## src/rtl/fpdot_seq_ctrl_pkg.sv

```systemverilog
// Shared types and constants for the streaming dot-product sequencer
// and its lane-mask helper.
package fpdot_seq_ctrl_pkg;

  localparam int unsigned WIDTH = 32;
  localparam int unsigned LANES = 9;

  localparam logic [WIDTH-1:0] FP_POS_ZERO = '0;

  typedef enum logic [1:0] {
    IDLE,
    ISSUE,
    WAIT,
    DONE
  } state_t;

  function automatic int unsigned clog2(input int unsigned value);
    int unsigned r;
    int unsigned v;
    r = 0;
    if (value > 1) begin
      for (v = value - 1; v > 0; v = v >> 1) begin
        r = r + 1;
      end
    end
    return r;
  endfunction

endpackage

```

## src/rtl/fpdot_lane_mask.sv

```systemverilog
// Zeroes A and B in every lane at or beyond the count of element pairs
// still owed to the job, so the padding lanes contribute +0.0 products.
module fpdot_lane_mask #(
  parameter int unsigned WIDTH = fpdot_seq_ctrl_pkg::WIDTH,
  parameter int unsigned LANES = fpdot_seq_ctrl_pkg::LANES,
  parameter int unsigned LEN_W = 10
) (
  input  logic [LANES*WIDTH-1:0] a,
  input  logic [LANES*WIDTH-1:0] b,
  input  logic [LEN_W-1:0]       remaining,
  output logic [LANES*WIDTH-1:0] a_masked,
  output logic [LANES*WIDTH-1:0] b_masked
);
  import fpdot_seq_ctrl_pkg::*;

  always_comb begin
    a_masked = a;
    b_masked = b;
    for (int unsigned k = 0; k < LANES; k++) begin
      if (k >= 32'(remaining)) begin
        a_masked[k*WIDTH +: WIDTH] = WIDTH'(FP_POS_ZERO);
        b_masked[k*WIDTH +: WIDTH] = WIDTH'(FP_POS_ZERO);
      end
    end
  end

endmodule

```

## src/rtl/fpdot_seq_ctrl.sv

```systemverilog
// Sequencer that feeds a runtime-length dot product, chunk by chunk, through a
// fixed LANES-wide FMA pipeline, carrying the running sum as the addend.
module fpdot_seq_ctrl #(
  parameter int unsigned WIDTH    = fpdot_seq_ctrl_pkg::WIDTH,
  parameter int unsigned LANES    = fpdot_seq_ctrl_pkg::LANES,
  parameter int unsigned MAX_LEN  = 1023,
  parameter int unsigned LEN_W    = fpdot_seq_ctrl_pkg::clog2(MAX_LEN + 1),
  parameter int unsigned PIPE_LAT = 3
) (
  input  logic                   clk,
  input  logic                   rst,
  input  logic                   job_valid,
  output logic                   job_ready,
  input  logic [LEN_W-1:0]       job_len,
  input  logic [WIDTH-1:0]       job_c,
  input  logic                   elem_valid,
  output logic                   elem_ready,
  input  logic [LANES*WIDTH-1:0] elem_a,
  input  logic [LANES*WIDTH-1:0] elem_b,
  output logic [LANES*WIDTH-1:0] fma_a,
  output logic [LANES*WIDTH-1:0] fma_b,
  output logic [WIDTH-1:0]       fma_c,
  output logic                   fma_issue,
  input  logic [WIDTH-1:0]       fma_result,
  output logic                   res_valid,
  input  logic                   res_ready,
  output logic [WIDTH-1:0]       res_data,
  output logic                   busy
);
  import fpdot_seq_ctrl_pkg::*;

  localparam int unsigned CNT_W = clog2(PIPE_LAT + 2);

  state_t                   state;
  logic [WIDTH-1:0]         acc;
  logic [LEN_W-1:0]         remaining;
  logic [CNT_W-1:0]         cnt;
  logic [LEN_W-1:0]         len_sat;
  logic [LANES*WIDTH-1:0]   a_masked;
  logic [LANES*WIDTH-1:0]   b_masked;

  assign len_sat    = (32'(job_len) > MAX_LEN) ? LEN_W'(MAX_LEN) : job_len;
  assign job_ready  = (state == IDLE);
  assign elem_ready = (state == ISSUE);
  assign busy       = (state != IDLE);

  fpdot_lane_mask #(
    .WIDTH (WIDTH),
    .LANES (LANES),
    .LEN_W (LEN_W)
  ) u_lane_mask (
    .a         (elem_a),
    .b         (elem_b),
    .remaining (remaining),
    .a_masked  (a_masked),
    .b_masked  (b_masked)
  );

  always_ff @(posedge clk or negedge rst) begin
    if (!rst) begin
      state     <= IDLE;
      acc       <= '0;
      remaining <= '0;
      cnt       <= '0;
      fma_a     <= '0;
      fma_b     <= '0;
      fma_c     <= '0;
      fma_issue <= 1'b0;
      res_valid <= 1'b0;
      res_data  <= '0;
    end else begin
      fma_issue <= 1'b0;
      unique case (state)
        IDLE: begin
          if (job_valid) begin
            acc       <= job_c;
            remaining <= len_sat;
            if (len_sat != '0) begin
              state <= ISSUE;
            end else begin
              state     <= DONE;
              res_valid <= 1'b1;
              res_data  <= job_c;
            end
          end
        end
        ISSUE: begin
          if (elem_valid) begin
            fma_a     <= a_masked;
            fma_b     <= b_masked;
            fma_c     <= acc;
            fma_issue <= 1'b1;
            cnt       <= '0;
            remaining <= (remaining < LEN_W'(LANES)) ? '0 : remaining - LEN_W'(LANES);
            state     <= WAIT;
          end
        end
        WAIT: begin
          cnt <= cnt + CNT_W'(1);
          if (cnt == CNT_W'(PIPE_LAT)) begin
            acc <= fma_result;
            // res_data is loaded straight from the pipeline so it is valid
            // in the same cycle res_valid rises.
            if (remaining == '0) begin
              state     <= DONE;
              res_valid <= 1'b1;
              res_data  <= fma_result;
            end else begin
              state <= ISSUE;
            end
          end
        end
        DONE: begin
          if (res_ready) begin
            res_valid <= 1'b0;
            state     <= IDLE;
          end
        end
      endcase
    end
  end

endmodule

```

## config.mk

```make
export PLATFORM = sky130hd
export DESIGN_NAME = fpdot_seq_ctrl
export DESIGN_NICKNAME = d
export VERILOG_FILES = /design/src/rtl/fpdot_seq_ctrl_pkg.sv /design/src/rtl/fpdot_lane_mask.sv /design/src/rtl/fpdot_seq_ctrl.sv
export SDC_FILE = /design/constraint.sdc
export NUM_CORES = 1
export LEC_CHECK = 0
export BUFFER_PORTS_ARGS = -buffer_cell sky130_fd_sc_hd__buf_2
export CORE_AREA = 2 2 509 511
export DETAILED_ROUTE_END_ITERATION = 6
export DIE_AREA = 0 0 511 513
export GPL_TIMING_DRIVEN = 0
export PLACE_DENSITY = 0.36
export SETUP_SLACK_MARGIN = 0.4
export SLEW_MARGIN = 25
export SYNTH_ARGS = -nofsm -noshare
export SYNTH_HDL_FRONTEND = slang
export SYNTH_SLANG_ARGS = --single-unit
```

## constraint.sdc

```tcl
create_clock -name clk -period 2.57 [get_ports clk]
set_input_delay 0.514 -clock clk [delete_from_list [all_inputs] [get_ports clk]]
set_output_delay 0.514 -clock clk [all_outputs]
set_load 0.01 [all_outputs]
```

==> results of run 1 <==
==> kinds of logic after synthesis <==
kind of cell | count (synthesis)
flip-flops | 689
multiplexers | 66
AO/OA/AOI/OAI | 564
AND/OR/NAND/NOR | 447
buffers and inverters | 166
adder cells (fa/ha/maj) | 6
==> Yosys cell counts (all sizes together) <==
master,count,area share (%)
a211o,1,0.034
a31oi,3,0.074
o41ai,3,0.10
nand2b,6,0.15
a221oi,1,0.10
ha,6,0.30
o21a,2,0.059
inv,8,0.12
and2,1,0.025
o311ai,2,0.069
nor2b,3,0.074
o21ai,10,0.20
buf,25,0.46
mux2i,2,0.079
dfrtp,689,68
o221ai,2,0.069
o31a,1,0.034
clkbuf,133,2.0
or4,2,0.059
a211oi,3,0.089
o31ai,8,0.24
nor2,12,0.18
a311o,1,0.039
nor4,2,0.049
mux2,64,2.8
or2,2,0.049
or3,3,0.074
nand2,342,5.1
nand3b,1,0.030
nand3,70,1.4
a21oi,8,0.16
a22o,519,18
nor3,3,0.059
==> state kept, by name, summed over array words and instances (netlist names) <==
name	count
res_data	32
res_valid	1
fma_c	32
fma_issue	1
state	2
fma_b	288
fma_a	288
remaining	10
cnt	3
acc	32
==> worst reg2reg max path: cells and delay by family, from the launching register on <==
family | cells | cell delay, ps
mux | 1 | 310
compound gates | 1 | 290
buf+inv | 5 | 690
simple gates | 2 | 850
flops | 1 | 370
==> cell type report <==
cell class | instances | area, µm²
Fill cell | 28400 | 208000
Sequential cell | 689 | 17200
Timing Repair Buffer | 1921 | 13500
Multi-Input combinational cell | 1084 | 8010
Tap cell | 3384 | 4230
Clock buffer | 131 | 2640
Buffer | 158 | 1950
Clock inverter | 36 | 459
Antenna cell | 23 | 57.6
Inverter | 8 | 42.5
==> metrics by stage <==
| stage | instances | hold WS, ps | setup TNS [ps] | power [mW] |
|---|---|---|---|---|
| 6_report | 7434 | 66.9 | -391 | 60.3 |
| 5_1_grt | 7426 | 17.3 | -2610 | 64.0 |
| 4_1_cts | 7363 | 0.0928 | -795 | 60.3 |
| 3_5_place_dp | 6639 | 451 | -693860 | 43.2 |
| 3_3_place_gp | 6621 | 450 | - | 42.8 |
| 2_1_floorplan | 1938 | 218 | 0 | 28.3 |
==> power by group <==
part	switching, mW	leakage (nW)	internal (mW)
registers	3.12	8.61	15.9
logic	16.1	13.2	11.5
clock network	5.84	1.53	7.88
total	25.1	23.3	35.2
==> final timing paths <==
check                                         start                        to  slack (ps)  cells after the start
setup / recovery           remaining[8]$_DFFE_PN0P_  res_data[29]$_DFFE_PN0P_         -50                      9
hold / removal                            elem_b[0]      fma_b[0]$_DFFE_PN0P_          70                      3
setup reg to reg           remaining[8]$_DFFE_PN0P_  res_data[29]$_DFFE_PN0P_         -50                      9
hold reg to reg               fma_a[24]$_DFFE_PN0P_     fma_a[24]$_DFFE_PN0P_         460                      2
max in group asynchronous                       rst  remaining[1]$_DFFE_PN0P_         460                      4
min in group asynchronous                       rst    fma_b[193]$_DFFE_PN0P_         310                      2
==> repair_timing <==
action                                  CTS  global route
setup buffers                            45            31
hold buffers                            497             0
pin swaps                                 8            87
cloned                                   15            17
resized for setup                       351           214
hold endpoints to repair                575             0
endpoints found under the setup margin  695           819
==> layer usage <==
layer	routed length, µm	vias to the layer above	share of wire (%)
li1	-	11200	-
met1	87500	12900	40
met2	95100	1319	44
met3	27300	327	13
met4	6440	26	3.0
met5	148	-	0.068
==> impl_metrics.json, run 1 <==
{
  "wl_um": 216000,
  "endpoint_kind": "flip-flop",
  "nNetsFinal": 4614,
  "fin_skew_ps": 44.6,
  "die_h_um": 513,
  "ys_types": 36,
  "synth_adder_area_share_pct": 0.296,
  "grt_overflow": 0,
  "drt-initial-drc-count": 1579,
  "criticalPathCategory": "flip-flop to flip-flop",
  "path_max_fanout": 5,
  "preCtsSetupSlack_ps": -1550,
  "met2_usage_pct": 24.5,
  "synthXorXnorAreaFrac_pct": 0,
  "grt_pass1_vias": 27200,
  "grt_max_degree": 116,
  "max_freq_mhz": 382,
  "synth_top_family_by_area": "compound AO/OA/AOI/OAI gates",
  "syn_inst": 1938,
  "clk_path_buf_depth": 3,
  "setup_viol": 10,
  "grt_pass1_wl_um": 276000,
  "crit_arrival_ps": 3210,
  "critPathLaunchType": "flip-flop",
  "gr-max-usage-layer": "met2",
  "die_area_mm2": 0.262,
  "rsz0062_at_grt": "yes",
  "period_needed_ps": 2620,
  "clkSinkCount": 689,
  "ys_ff_latch": 689,
  "io_pins": 1300,
  "crit_required_ps": 3160,
  "finalWorstSetupSlack_ps": -48.2,
  "crit_path_max_incr_delay_ps": 470,
  "clk_pin_slew_ps": 60,
  "hpwl_um": 177000,
  "ant_nets": 0,
  "io_buffers": 1299,
  "drive_gt1_share_pct": 45.5,
  "synth-simple-area-share_pct": 7.18,
  "slew_headroom_pct": 38.9,
  "use_met1_pct": 18.8,
  "fin_area_mm2": 0.0481,
  "maxCapViolations": 0,
  "min_period_over_period_pct": 102,
  "vias": 25800,
  "gp_congestion": 0.914,
  "ir_drop_uv": 451,
  "cp_top_family": "simple AND/OR/NAND/NOR gates",
  "synth-compound-area-share_pct": 19.2,
  "syn_area_per_cell_um2": 13.1,
  "worst_path_max_delay_cell": "or4_4",
  "drc": 0,
  "powerDensity_mw_per_mm2": 1250,
  "final_common_cell": "buf_2",
  "dr.pass1.iters": 5,
  "dpl-instance-area_mm2": 0.0367,
  "violations": "negative setup slack",
  "worstHoldPathType": "input port to flip-flop",
  "slew_viol_final": 0,
  "dieWidth_um": 511,
  "cts_made_buffers": 91,
  "crit_top_cell": "buf_6",
  "start_util_pct": 9.91,
  "syn-cell-area_mm2": 0.0254,
  "synth_seq_area_share_pct": 67.9,
  "rows": 186,
  "final_cell_mix": "1,302 x buf_2, 686 x dfrtp_1, 519 x a22o_1, 497 x dlygate4sd3_1, 338 x nand2_1",
  "core_mm2": 0.256,
  "area_growth_pct": 89.5,
  "path_cells": "or3_1 > clkbuf_8 > or4_4 > buf_6 > a221oi_4 > buf_6 > buf_6 > buf_12 > mux2_4",
  "cts_max_level": 3,
  "clkLatencyLatePin_ps": 750,
  "grt_use_total_pct": 15.9,
  "yosysWarningCount": 0,
  "hold_viol_final": 0,
  "tightest_slew_ps": 917,
  "final_util_pct": 18.8,
  "antenna_found_initial": 113,
  "synth_nets": 2599,
  "critPathBufInv": 5,
  "ctsRootBufferMaster": "clkbuf_16",
  "p_leak_nw": 23.3,
  "cts_tree": "done",
  "use_met3_pct": 8.54,
  "synthMuxAreaShare_pct": 2.92,
  "viasPerCell": 3.47,
  "wl_per_cell_um": 29.1,
  "status": "finished, violations left"
}
(Power assumes the default switching activity.)
==> run 2, diff against run 1 <==
--- a/config.mk
+++ b/config.mk
@@ -5,12 +5,13 @@
 export SDC_FILE = /design/constraint.sdc
 export NUM_CORES = 1
 export LEC_CHECK = 0
+export ABC_AREA = 1
 export BUFFER_PORTS_ARGS = -buffer_cell sky130_fd_sc_hd__buf_2
-export CORE_AREA = 2 2 509 511
+export CORE_AREA = 2 2 512 514
 export DETAILED_ROUTE_END_ITERATION = 6
-export DIE_AREA = 0 0 511 513
+export DIE_AREA = 0 0 514 516
 export GPL_TIMING_DRIVEN = 0
-export PLACE_DENSITY = 0.36
+export PLACE_DENSITY = 0.37
 export SETUP_SLACK_MARGIN = 0.4
 export SLEW_MARGIN = 25
 export SYNTH_ARGS = -nofsm -noshare
==> constraint.sdc (replaced) <==
create_clock -name clk -period 2.3 [get_ports clk]
set_input_delay 0.46 -clock clk [delete_from_list [all_inputs] [get_ports clk]]
set_output_delay 0.46 -clock clk [all_outputs]
set_load 0.01 [all_outputs]
==> impl_metrics.json, run 2 <==
{
  "rsz0062_at_grt": "yes",
  "synth_top_cells_by_count": "1,432 x nand2_1, 689 x dfrtp_1, 397 x nand3_1",
  "clk_path_buf_depth": 3,
  "viasPerCell": 3.62,
  "use_met1_pct": 19.5,
  "status": "finished, violations left",
  "die_area_mm2": 0.265,
  "nFillCells": 28800,
  "ant_nets": 0,
  "yosysWarningCount": 0,
  "hpwl_um": 177000,
  "cts_tree": "done",
  "drive_gt1_share_pct": 46.7,
  "nNetsFinal": 5905,
  "ys_types": 32,
  "finalWorstSetupSlack_ps": 237,
  "p_leak_nw": 27.2,
  "ctsRootBufferMaster": "clkbuf_16",
  "clk_pin_slew_ps": 60,
  "synth_nets": 3819,
  "powerDensity_mw_per_mm2": 1360,
  "endpoint_kind": "primary output",
  "path_max_fanout": 4,
  "preCtsSetupSlack_ps": -1200,
  "grt_max_degree": 119,
  "synth.largest_area_cell": "dfrtp_1",
  "synth_seq_area_share_pct": 61.9,
  "synth-compound-area-share_pct": 5.08,
  "synth-simple-area-share_pct": 28.0,
  "worstHoldPathType": "input port to async pin",
  "clkLatencyLatePin_ps": 730,
  "grt_pass1_wl_um": 287000,
  "synth_top_family_by_area": "simple AND/OR/NAND/NOR gates",
  "drt-initial-drc-count": 1744,
  "crit_required_ps": 1840,
  "gr-max-usage-layer": "met2",
  "antenna_found_initial": 64,
  "synthXorXnorAreaFrac_pct": 0.0943,
  "drc": 0,
  "final_common_cell": "buf_2",
  "yosysTopAreaCellShare_pct": 61.9,
  "maxCapViolations": 0,
  "synth-edff-count": 0,
  "path_cells": "buf_6 > nor2_4 > buf_2",
  "start_util_pct": 10.8,
  "core_mm2": 0.259,
  "clkSinkCount": 689,
  "cp_top_family": "flip-flops",
  "synthMuxAreaShare_pct": 0,
  "gp_congestion": 0.964,
  "dr.pass1.iters": 5,
  "multi_input_area_mm2": 0.0125,
  "synth.area.top_cells": "dfrtp_1 62%, nand2_1 19%, nand3_1 7.1%",
  "worst_path_max_delay_cell": "dfrtp_1",
  "critPathBufInv": 2,
  "ir_drop_uv": 579,
  "use_met3_pct": 7.82,
  "slew_headroom_pct": 49.0,
  "syn-cell-area_mm2": 0.0279,
  "yosysMostFrequentCell": "nand2_1",
  "tns_ps": 0,
  "fin_skew_ps": 30.5,
  "grt_pass1_vias": 32300,
  "io_pins": 1300,
  "critPathLaunchType": "flip-flop",
  "cts_max_level": 3,
  "violations": "negative hold slack",
  "crit_arrival_ps": 1600,
  "dieWidth_um": 514,
  "setup_viol": 0,
  "grt_use_total_pct": 15.9,
  "vias": 31600,
  "period_needed_ps": 2060,
  "synthArstFlopShare_pct": 100,
  "syn_inst": 3158,
  "cts_made_buffers": 91,
  "io_buffers": 1299,
  "hold_viol_final": 63,
  "crit_path_max_incr_delay_ps": 370,
  "area_growth_pct": 97.6,
  "syn_area_per_cell_um2": 8.82,
  "grt_overflow": 0,
  "slew_viol_final": 0,
  "wl_per_cell_um": 26.2,
  "die_h_um": 516,
  "reg.largest.list": "fma_a: 288 flops, fma_b: 288 flops",
  "final_cell_mix": "1,265 x buf_2, 925 x nand2_1, 677 x dfrtp_1, 554 x dlygate4sd3_1, 347 x nand3_1",
  "min_period_over_period_pct": 89.7,
  "met2_usage_pct": 24.3,
  "wl_um": 229000,
  "hold_ws_ps": -387,
  "ys_ff_latch": 689,
  "max_freq_mhz": 485,
  "synth_adder_area_share_pct": 0.269,
  "synthFlopType": "dfrtp_1",
  "tightest_slew_ps": 765,
  "regArea_mm2": 0.0173,
  "criticalPathCategory": "flip-flop to primary output",
  "rows": 187
}
run 2: changes by cell type in the layout (fill, tap and decap cells not counted), sizes merged, moves of 36 or more:
cell and change:
a22o -519, mux2 -64, dlygate4sd3 +57, nand4 +36, nand3 +329, buf +60, o21ai +256, nand2 +1093
inv +56
run 2: cell type report:
cell class / count / share of cell area (%)
Antenna cell: 21 / 0.0954
Timing Repair Buffer: 1991 / 27.2
Inverter: 64 / 0.509
Sequential cell: 689 / 31.3
Clock buffer: 125 / 4.75
Timing Repair inverter: 1 / 0.0545
Clock inverter: 42 / 1.09
Multi-Input combinational cell: 2186 / 22.6
Tap cell: 3402 / 7.73
Buffer: 220 / 4.63
run 2: path summary, 6_finish.rpt:
kind                                         start                 endpoint  slack [ps]  depth (start not counted)
min reg2reg                res_data[2]$_DFFE_PN0P_  res_data[2]$_DFFE_PN0P_         470                          2
min in group clk                       elem_a[187]   fma_a[187]$_DFFE_PN0P_          70                          3
min                                            rst   fma_b[272]$_DFFE_PN0P_        -390                          1
max reg2reg                   state[1]$_DFFE_PN0P_   fma_b[101]$_DFFE_PN0P_         300                         11
max                           state[1]$_DFFE_PN0P_                job_ready         240                          3
max in group asynchronous                      rst   fma_a[201]$_DFFE_PN0P_         640                          4
run 2: through the flow:
stage	instances	power, mW	area (µm²)	util (%)
2_1_floorplan	3158	32.5	27900	-
3_3_place_gp	7859	49.0	38600	14.9
3_5_place_dp	7869	49.2	38900	15.0
4_1_cts	8639	68.6	49900	19.2
5_1_grt	8730	79.9	55000	21.2
6_report	8741	74.9	55100	21.2
run 2: logic make-up (layout without fill, tap and decap cells):
kind of cell / count (synthesis) / in the layout
flops: 689 / 689
compound gates: 277 / 277
fa+ha+maj: 6 / 6
buf+inv: 284 / 2443
xor+xnor: 3 / 3
other cells: 0 / 21
simple gates: 1899 / 1900
run 2: metal layers:
layer  wire (µm)  share of wire (%)
met5         162              0.071
met2       99900                 44
met3       26700                 12
met4        6440                2.8
met1       95800                 42
run 2: what timing repair did:
action / in CTS / in global routing
resized for setup: 403 / 1253
endpoints found under the hold margin: 616 / 64
setup buffers: 40 / 24
gates cloned: 10 / 56
hold buffers: 553 / 1
pin swaps: 11 / 188
endpoints found under the setup margin: 763 / 733
run 2: power by group:
part           leakage (nW)  internal [mW]  switching (mW)
Combinational          17.1           14.6            22.4
Sequential             8.57           17.9            4.38
Clock                  1.57           9.24            6.39
Total                  27.2           41.7            33.2
==> run 3, diff against run 2 <==
==> constraint.sdc (replaced) <==
create_clock -name clk -period 2.3 [get_ports clk]
set_input_delay 0.115 -clock clk [delete_from_list [all_inputs] [get_ports clk]]
set_output_delay 0.115 -clock clk [all_outputs]
set_load 0.01 [all_outputs]
==> impl_metrics.json, run 3 (synthesized netlist as in run 2, its figures left out) <==
{
  "cts_made_buffers": 91,
  "core_mm2": 0.259,
  "violations": "negative hold slack",
  "drc": 0,
  "p_leak_nw": 25.6,
  "worst_path_max_delay_cell": "dfrtp_1",
  "final_cell_mix": "1,398 x nand2_1, 1,341 x buf_2, 682 x dfrtp_1, 658 x dlygate4sd3_1, 349 x nand3_1",
  "hold_viol_final": 154,
  "path_max_fanout": 10,
  "setup_viol": 0,
  "critPathBufInv": 4,
  "ir_drop_uv": 585,
  "slew_viol_final": 0,
  "path_cells": "nor2_4 > nand2_2 > nor2_4 > buf_12 > o21ai_4 > buf_12 > buf_4 > clkbuf_8 > nand3_4 > nand2_1",
  "cts_tree": "done",
  "grt_use_total_pct": 15.7,
  "dr.pass1.iters": 5,
  "crit_path_max_incr_delay_ps": 420,
  "die_h_um": 516,
  "cp_top_family": "buffers and inverters",
  "nNetsFinal": 5928,
  "cp-startpoint": "remaining[7]$_DFFE_PN0P_",
  "intPower_mw": 37.3,
  "fin_skew_ps": 35.8,
  "rsz0062_at_grt": "yes",
  "power_mw": 66.9,
  "p_switching_mw": 29.6,
  "gp_congestion": 0.964,
  "ff2ff_path_depth": 10,
  "critPathLaunchType": "flip-flop",
  "clk_pin_slew_ps": 60,
  "drive_gt1_share_pct": 34.5,
  "clkSinkCount": 689,
  "antenna_found_initial": 58,
  "ctsRootBufferMaster": "clkbuf_16",
  "power_frac_clock_pct": 23.4,
  "grt_max_degree": 119,
  "ant_nets": 0,
  "cts_max_level": 3,
  "dieWidth_um": 514,
  "final_common_cell": "nand2_1",
  "hpwl_um": 177000,
  "start_util_pct": 10.8,
  "status": "finished, violations left",
  "worstHoldPathType": "input port to async pin",
  "clk_path_buf_depth": 3,
  "tightest_slew_ps": 743,
  "endpoint_kind": "flip-flop",
  "grt_overflow": 0,
  "grt_pass1_vias": 32700,
  "hold_ws_ps": -417,
  "wl_um": 216000,
  "crit_arrival_ps": 2460,
  "vias": 31200,
  "grt_pass1_wl_um": 285000,
  "criticalPathCategory": "flip-flop to flip-flop",
  "reg2reg_from": "remaining[7]$_DFFE_PN0P_",
  "power_frac_comb_pct": 44.9,
  "max_freq_mhz": 541,
  "cp.depth": 10,
  "tns_ps": 0,
  "slew_headroom_pct": 50.5,
  "powerDensity_mw_per_mm2": 1320,
  "maxCapViolations": 0,
  "period_needed_ps": 1850,
  "crit_required_ps": 2910,
  "io_buffers": 1299,
  "area_growth_pct": 82.4,
  "rows": 187,
  "viasPerCell": 3.56,
  "seqPwrFrac_pct": 31.7,
  "clkLatencyLatePin_ps": 740,
  "io_pins": 1300,
  "reg.largest.list": "fma_a: 288 flops, fma_b: 288 flops",
  "min_period_over_period_pct": 80.3,
  "wl_per_cell_um": 24.7,
  "die_area_mm2": 0.265,
  "p_sw_share_pct": 44.3,
  "drt-initial-drc-count": 1784
}
-- run 3: cell types whose count changed in the layout (fill, tap and decap cells not counted), moves of 71 or more --
cell           previous run  this run
nand2_1                 925      1398
nand2_2                 305        30
nand2_4                 202         3
o21ai_0                  80       209
dlygate4sd3_1           554       658
buf_2                  1265      1341
o21ai_2                  72         1
-- run 3: power groups by stage --
stage          combinational (mW)  sequential (mW)  clock [mW]
2_1_floorplan                9.25             23.3           0
3_3_place_gp                 27.9             21.1           0
3_5_place_dp                 28.0             21.2           0
4_1_cts                      29.9             21.1        16.3
5_1_grt                      33.3             21.9        16.7
6_report                     30.1             21.2        15.6
-- run 3: worst paths after layout --
kind                       slack, ps                       to
setup / recovery                 450    fma_b[69]$_DFFE_PN0P_
hold / removal                  -420   fma_b[256]$_DFFE_PN0P_
setup reg to reg                 450    fma_b[69]$_DFFE_PN0P_
hold reg to reg                  470  res_data[2]$_DFFE_PN0P_
max in group asynchronous        650   fma_a[201]$_DFFE_PN0P_
min in group clk                 140   fma_a[146]$_DFFE_PN0P_
-- run 3: worst reg2reg max path, stage by stage (launching register included) --
cell      delay, ps
dfrtp_1         420
nor2_4          180
nand2_2         100
nor2_4          150
buf_12          150
o21ai_4          60
buf_12          140
buf_4           190
clkbuf_8        190
nand3_4         110
nand2_1          60
-- run 3: layout make-up --
type / count / area [µm²]
antenna: 21 / 52.6
buffer: 220 / 1790
clock buffer: 125 / 2620
clock inverter: 42 / 598
fill: 29200 / 208000
inverter: 64 / 274
multi-input combinational: 2186 / 9980
sequential: 689 / 17300
tap: 3402 / 4260
timing repair buffer: 2014 / 14000
timing repair inverter: 1 / 16.3
-- run 3: layer usage --
layer  up-vias  routed length [µm]  global-route usage (%)
li1      14400                   -                       -
met1     15200               90600                    19.3
met2      1307               94200                    24.2
met3       220               25600                    7.55
met4        10                5520                    4.36
met5         -                  59                       0
-- run 3: stage by stage --
step | worst slack [ps] | instance area, µm² | hold slack (ps) | std cells | utilization [%]
final | 452 | 50800 | -417 | 8764 | 19.6
after global routing | 360 | 50800 | -444 | 8752 | 19.6
after CTS | 262 | 49900 | -624 | 8720 | 19.2
after detailed placement | -1200 | 38900 | 61.3 | 7869 | 15.0
after global placement | -15810 | 38600 | 340 | 7859 | 14.9
after floorplan | 674 | 27900 | -181 | 3158 | -
-- run 3: repair_timing --
action,CTS,global route
setup endpoints to repair,678,670
hold buffers,655,6
endpoints found under the hold margin,913,129
cloned,3,4
gates resized for setup,248,229
buffers inserted,26,13
pin swaps,8,14
